**config.mk**
```make
export PLATFORM = sky130hd
export DESIGN_NAME = dbg_step_ctrl
export DESIGN_NICKNAME = d
export VERILOG_FILES = /design/src/rtl/dbg_pkg.sv /design/src/rtl/dbg_sync.sv /design/src/rtl/dbg_step_ctrl.sv
export SDC_FILE = /design/constraint.sdc
export NUM_CORES = 2
export LEC_CHECK = 0
export CELL_PAD_IN_SITES_DETAIL_PLACEMENT = 2
export CELL_PAD_IN_SITES_GLOBAL_PLACEMENT = 2
export CORE_MARGIN = 2
export CORE_UTILIZATION = 36
export DETAILED_ROUTE_END_ITERATION = 7
export PLACE_DENSITY_LB_ADDON = 0.05
export SLEW_MARGIN = 20
export SYNTH_ARGS = -nofsm -noshare
export SYNTH_HDL_FRONTEND = slang
export SYNTH_HIERARCHICAL = 1
export SYNTH_SLANG_ARGS = --single-unit
```
**constraint.sdc**
```tcl
create_clock -name dbg_clk_clk -period 12.81 [get_ports dbg_clk_clk]
set_clock_uncertainty 0.2 [all_clocks]
set_input_delay 2.562 -clock dbg_clk_clk [delete_from_list [all_inputs] [get_ports dbg_clk_clk]]
set_output_delay 2.562 -clock dbg_clk_clk [all_outputs]
set_load 0.02 [all_outputs]
```
**src/rtl/dbg_pkg.sv**
```systemverilog
// Shared constants and FSM state encoding for the single-step debug controller.
// Optional step counter is enabled by defining DBG_STEP_CNT_EN.
package dbg_pkg;

   localparam int XLEN  = 32;
   localparam int NREGS = 32;
   localparam int REG_W = XLEN;            // width of one register slice in the flat register bus
   localparam int CNT_W = 8;               // covers STEP_CYCLES up to 255

   typedef enum logic [1:0] {
      HALT = 2'd0,
      STEP = 2'd1,
      SNAP = 2'd2,
      RUN  = 2'd3
   } dbg_state_e;

endpackage

```
**src/rtl/dbg_sync.sv**
```systemverilog
// Multi-flop synchronizer with a registered rising-edge pulse.
// The edge detector only arms after it has seen a genuine low, so a level held high through reset never fires.
module dbg_sync #(
   parameter int STAGES = 2
) (
   input  logic clk,
   input  logic rst_n,
   input  logic d,
   output logic level,
   output logic rise
);

   logic [STAGES-1:0] sync_q;
   logic [STAGES-1:0] valid_q;
   logic              prev_q;
   logic              armed_q;

   always_ff @(posedge clk) begin
      if (!rst_n) begin
         sync_q  <= '0;
         valid_q <= '0;
         prev_q  <= 1'b0;
         armed_q <= 1'b0;
         rise    <= 1'b0;
      end else begin
         sync_q  <= {sync_q[STAGES-2:0], d};
         // valid_q marks when the last stage holds a real sample rather than the reset value
         valid_q <= {valid_q[STAGES-2:0], 1'b1};
         prev_q  <= sync_q[STAGES-1];
         armed_q <= armed_q | (valid_q[STAGES-1] & ~sync_q[STAGES-1]);
         rise    <= armed_q & sync_q[STAGES-1] & ~prev_q;
      end
   end

   assign level = sync_q[STAGES-1];

endmodule

```
**src/rtl/dbg_step_ctrl.sv**
```systemverilog
// Debug single-step / free-run controller: gates the core clock enable and publishes a PC/register snapshot.
// Define DBG_STEP_CNT_EN to add the completed-step counter output dbg_step_cnt_o.
module dbg_step_ctrl
   import dbg_pkg::*;
#(
   parameter int STEP_CYCLES = 1,
   parameter int SYNC_STAGES = 2
) (
   input  logic                   dbg_clk_clk,
   input  logic                   dbg_reset_reset_n,
   input  logic                   step_req_i,
   input  logic                   run_i,
   input  logic [XLEN-1:0]        pc_i,
   input  logic                   wb_en_i,
   input  logic [4:0]             wb_rd_i,
   input  logic [XLEN-1:0]        wb_data_i,
   output logic                   cpu_ce_o,
   output logic                   halted_o,
   output logic                   snap_o,
   output logic [XLEN-1:0]        dbg_pc_o,
   output logic [NREGS*XLEN-1:0]  dbg_regs_o,
`ifdef DBG_STEP_CNT_EN
   output logic [XLEN-1:0]        dbg_step_cnt_o,
`endif
   output dbg_state_e             fsm_state
);

   localparam logic [CNT_W-1:0] STEP_LOAD = CNT_W'(STEP_CYCLES - 1);

   logic                   step_lvl;
   logic                   step_rise;
   logic                   run_lvl;
   logic                   run_rise;
   dbg_state_e             state_q;
   logic [CNT_W-1:0]       cnt_q;
   logic [NREGS*XLEN-1:0]  shadow_q;
   logic [NREGS*XLEN-1:0]  shadow_nxt;
   logic [XLEN-1:0]        shadow_pc_q;
   logic [XLEN-1:0]        pc_nxt;
   logic                   step_done;

   dbg_sync #(.STAGES(SYNC_STAGES)) u_step_sync (
      .clk   (dbg_clk_clk),
      .rst_n (dbg_reset_reset_n),
      .d     (step_req_i),
      .level (step_lvl),
      .rise  (step_rise)
   );

   dbg_sync #(.STAGES(SYNC_STAGES)) u_run_sync (
      .clk   (dbg_clk_clk),
      .rst_n (dbg_reset_reset_n),
      .d     (run_i),
      .level (run_lvl),
      .rise  (run_rise)
   );

   assign step_done = (state_q == STEP) && (cnt_q == '0);
   assign fsm_state = state_q;

   // Next shadow contents include this cycle's writeback so SNAP publishes the final instruction's result.
   always_comb begin
      shadow_nxt = shadow_q;
      pc_nxt     = shadow_pc_q;
      if (cpu_ce_o) begin
         pc_nxt = pc_i;
         if (wb_en_i && (wb_rd_i != 5'd0)) begin
            shadow_nxt[wb_rd_i*REG_W +: REG_W] = wb_data_i;
         end
      end
   end

   always_ff @(posedge dbg_clk_clk) begin
      if (!dbg_reset_reset_n) begin
         shadow_q    <= '0;
         shadow_pc_q <= '0;
      end else begin
         shadow_q    <= shadow_nxt;
         shadow_pc_q <= pc_nxt;
      end
   end

   always_ff @(posedge dbg_clk_clk) begin
      if (!dbg_reset_reset_n) begin
         state_q    <= HALT;
         cpu_ce_o   <= 1'b0;
         halted_o   <= 1'b1;
         snap_o     <= 1'b0;
         cnt_q      <= '0;
         dbg_pc_o   <= '0;
         dbg_regs_o <= '0;
      end else begin
         snap_o <= 1'b0;
         case (state_q)
            HALT: begin
               if (run_lvl) begin
                  state_q  <= RUN;
                  cpu_ce_o <= 1'b1;
                  halted_o <= 1'b0;
               end else if (step_rise) begin
                  state_q  <= STEP;
                  cpu_ce_o <= 1'b1;
                  halted_o <= 1'b0;
                  cnt_q    <= STEP_LOAD;
               end
            end
            STEP: begin
               if (cnt_q == '0) begin
                  state_q    <= SNAP;
                  cpu_ce_o   <= 1'b0;
                  snap_o     <= 1'b1;
                  dbg_pc_o   <= pc_nxt;
                  dbg_regs_o <= shadow_nxt;
               end else begin
                  cnt_q <= cnt_q - 1'b1;
               end
            end
            RUN: begin
               if (!run_lvl) begin
                  state_q    <= SNAP;
                  cpu_ce_o   <= 1'b0;
                  snap_o     <= 1'b1;
                  dbg_pc_o   <= pc_nxt;
                  dbg_regs_o <= shadow_nxt;
               end
            end
            SNAP: begin
               state_q  <= HALT;
               halted_o <= 1'b1;
            end
            default: begin
               state_q  <= HALT;
               cpu_ce_o <= 1'b0;
               halted_o <= 1'b1;
            end
         endcase
      end
   end

`ifdef DBG_STEP_CNT_EN
   always_ff @(posedge dbg_clk_clk) begin
      if (!dbg_reset_reset_n) begin
         dbg_step_cnt_o <= '0;
      end else if (step_done) begin
         dbg_step_cnt_o <= dbg_step_cnt_o + 1'b1;
      end
   end
`endif

endmodule

```
==> flow_metrics.py <==
metrics = {
    "run_status": {
        "status": "finished clean",
    },
    "setup_path": {
        "rrSetupSlack_ns": 7.90,
        "worstSetupPathType": "in2reg",
        "critPathRequiredTime_ns": 13.40,
        "end_kind": "flop",
        "cp_slowest_cell": "ha_1",
        "slowest_delay_ns": 0.95,
        "startpoint_type": "input port",
        "cp_cell_sequence": "clkdlybuf4s50_1, inv_1, ha_1, nand2b_1, nor2_1, ha_1, nand4b_1, nor2_4, buf_4, buf_4, a32oi_1, a21oi_1",
        "worst-path-max-fanout": 69,
        "cp.arrival_ns": 7.97,
    },
    "cells_and_area": {
        "most-common-layout-cells": "dfxtp_1 (2133), clkdlybuf4s50_1 (1101), o21ai_0 (997)",
        "fillers": 21400,
        "final_layout_size_suffix_gt1_share_pct": 6.57,
        "area_growth_pct": 27.7,
        "nets": 8427,
        "layout_commonest_cell": "dfxtp_1",
        "final_cells": 11300,
    },
    "power_and_ir_drop": {
        "p_per_area_mw_per_mm2": 170,
        "power_w": 0.0163,
        "leakage_nw": 34.8,
        "peakVddDrop_mv": 0.149,
    },
    "global_routing": {
        "grt_pass1_vias": 64500,
        "track_usage_pct": 30.4,
        "gr-total-overflow": 0,
        "antenna_found_initial": 20,
        "grt_pass1_wl_mm": 470,
        "grt_max_degree": 264,
    },
    "drt": {
        "drc": 0,
        "first_pass_iters": 7,
        "wl_per_cell_microns": 29.6,
        "first_iter_violations": 4294,
        "drtAntennaViolNets": 0,
        "vias": 61700,
        "drt_wl_total_mm": 333,
        "routed_via_density": 5.48,
    },
    "place": {
        "gp_congestion": 0.813,
        "place_inst": 10800,
        "hpwl_mm": 213,
        "portBuffers": 1134,
    },
    "logic_synthesis": {
        "syn_inst": 7636,
        "avgSynthCellArea_sq_um": 9.79,
        "synth_fp_nets": 7713,
        "synth_area_sq_mm": 0.0748,
        "ys_warn_count": 6,
    },
    "timing": {
        "fmax_mhz": 136,
        "worst_pin_slew_ns": 1.32,
        "drv_slew": 0,
        "fin_tns_setup_ns": 0,
        "rsz0062_at_grt": "no",
        "slew_headroom_pct": 12.3,
        "final_hold_viol_count": 0,
        "min_period_ns": 7.37,
        "finalCritPeriodShare_pct": 57.6,
        "finalSetupViolCount": 0,
    },
    "floorplan": {
        "core_area_sq_mm": 0.207,
        "dieArea_sq_mm": 0.211,
        "die_h_microns": 460,
        "num_rows": 167,
        "start_util_pct": 36.1,
        "die-width_microns": 460,
        "pin_count": 1135,
    },
    "cts": {
        "cts_made_buffers": 229,
        "clockBufferDepth": 3,
        "holdBufCountCts": 0,
        "cts_setup_buffers": 0,
        "clkLatencyLatePin_ns": 0.88,
        "cts.htree.levels": 4,
        "ctsResizeCount": 0,
        "cts_tree": "built",
        "clock-sinks": 2134,
        "cts_root_buf": "clkbuf_16",
        "clk_transition_reported_paths_ns": 0.06,
    },
    "hold_path": {
        "worstHoldPathType": "reg2reg",
    },
    "job": {
        "max_cap_violations": 0,
    },
}
[metal layers]
layer	global-route usage [%]	up-vias	share of wire, %
met5	0	-	0
met4	13.9	0	5.0
met3	7.52	474	6.3
met2	49.8	1447	47
met1	37.5	31800	42
li1	-	28000	-
[per-stage QoR]
stage / utilization [%] / setup WS, ns / cell area (sq um) / hold WS, ns
2_1_floorplan: - / 6.94 / 74800 / 0.226
3_3_place_gp: 42.3 / 4.80 / 87600 / 0.230
3_5_place_dp: 42.4 / 4.63 / 87600 / 0.240
4_1_cts: 46.1 / 5.57 / 95400 / 0.263
5_1_grt: 46.1 / 5.13 / 95400 / 0.279
6_report: 46.1 / 5.44 / 95500 / 0.261
[worst max-delay path: cells and delay by family]
family	cells	cell delay (ns)
buf+inv	4	2.30
simple gates	4	1.15
compound gates	2	0.47
fa+ha+maj	2	1.30
[cell type report]
class,instances,area (sq um),area share [%]
multi-input combinational,4722,29200,30.6
sequential,2134,42700,44.8
clock buffer,354,6880,7.21
antenna,10,25.0,0.0262
tap,2704,3380,3.54
timing repair buffer,1233,12200,12.8
inverter,30,113,0.118
clock inverter,70,912,0.956
[flip-flops by register name (all words and copies together) (netlist names)]
name                 flops
halted_o                 1
u_run_sync/sync_q        2
shadow_pc_q             32
snap_o                   1
dbg_pc_o                32
u_step_sync/sync_q       2
u_step_sync/rise         1
u_step_sync/prev_q       1
u_step_sync/valid_q      2
dbg_regs_o            1024
cpu_ce_o                 1
fsm_state                2
u_step_sync/armed_q      1
shadow_q              1024
cnt_q                    8
[final timing paths]
check | start | endpoint | cells after the start
hold reg to reg | shadow_q[16] | shadow_q[16] | 1
setup reg to reg | fsm_state[0] | dbg_regs_o[977] | 8
setup / recovery | wb_rd_i[0] | dbg_regs_o[467] | 12
hold / removal | shadow_q[16] | shadow_q[16] | 1
[report_power, final]
group / total, W / internal [W] / switching, W
sequential: 0.00718 / 0.00697 / 0.000215
combinational: 0.00218 / 0.000764 / 0.00142
clock: 0.00691 / 0.00406 / 0.00285
total: 0.0163 / 0.0118 / 0.00448
(Power assumes the default switching activity.)
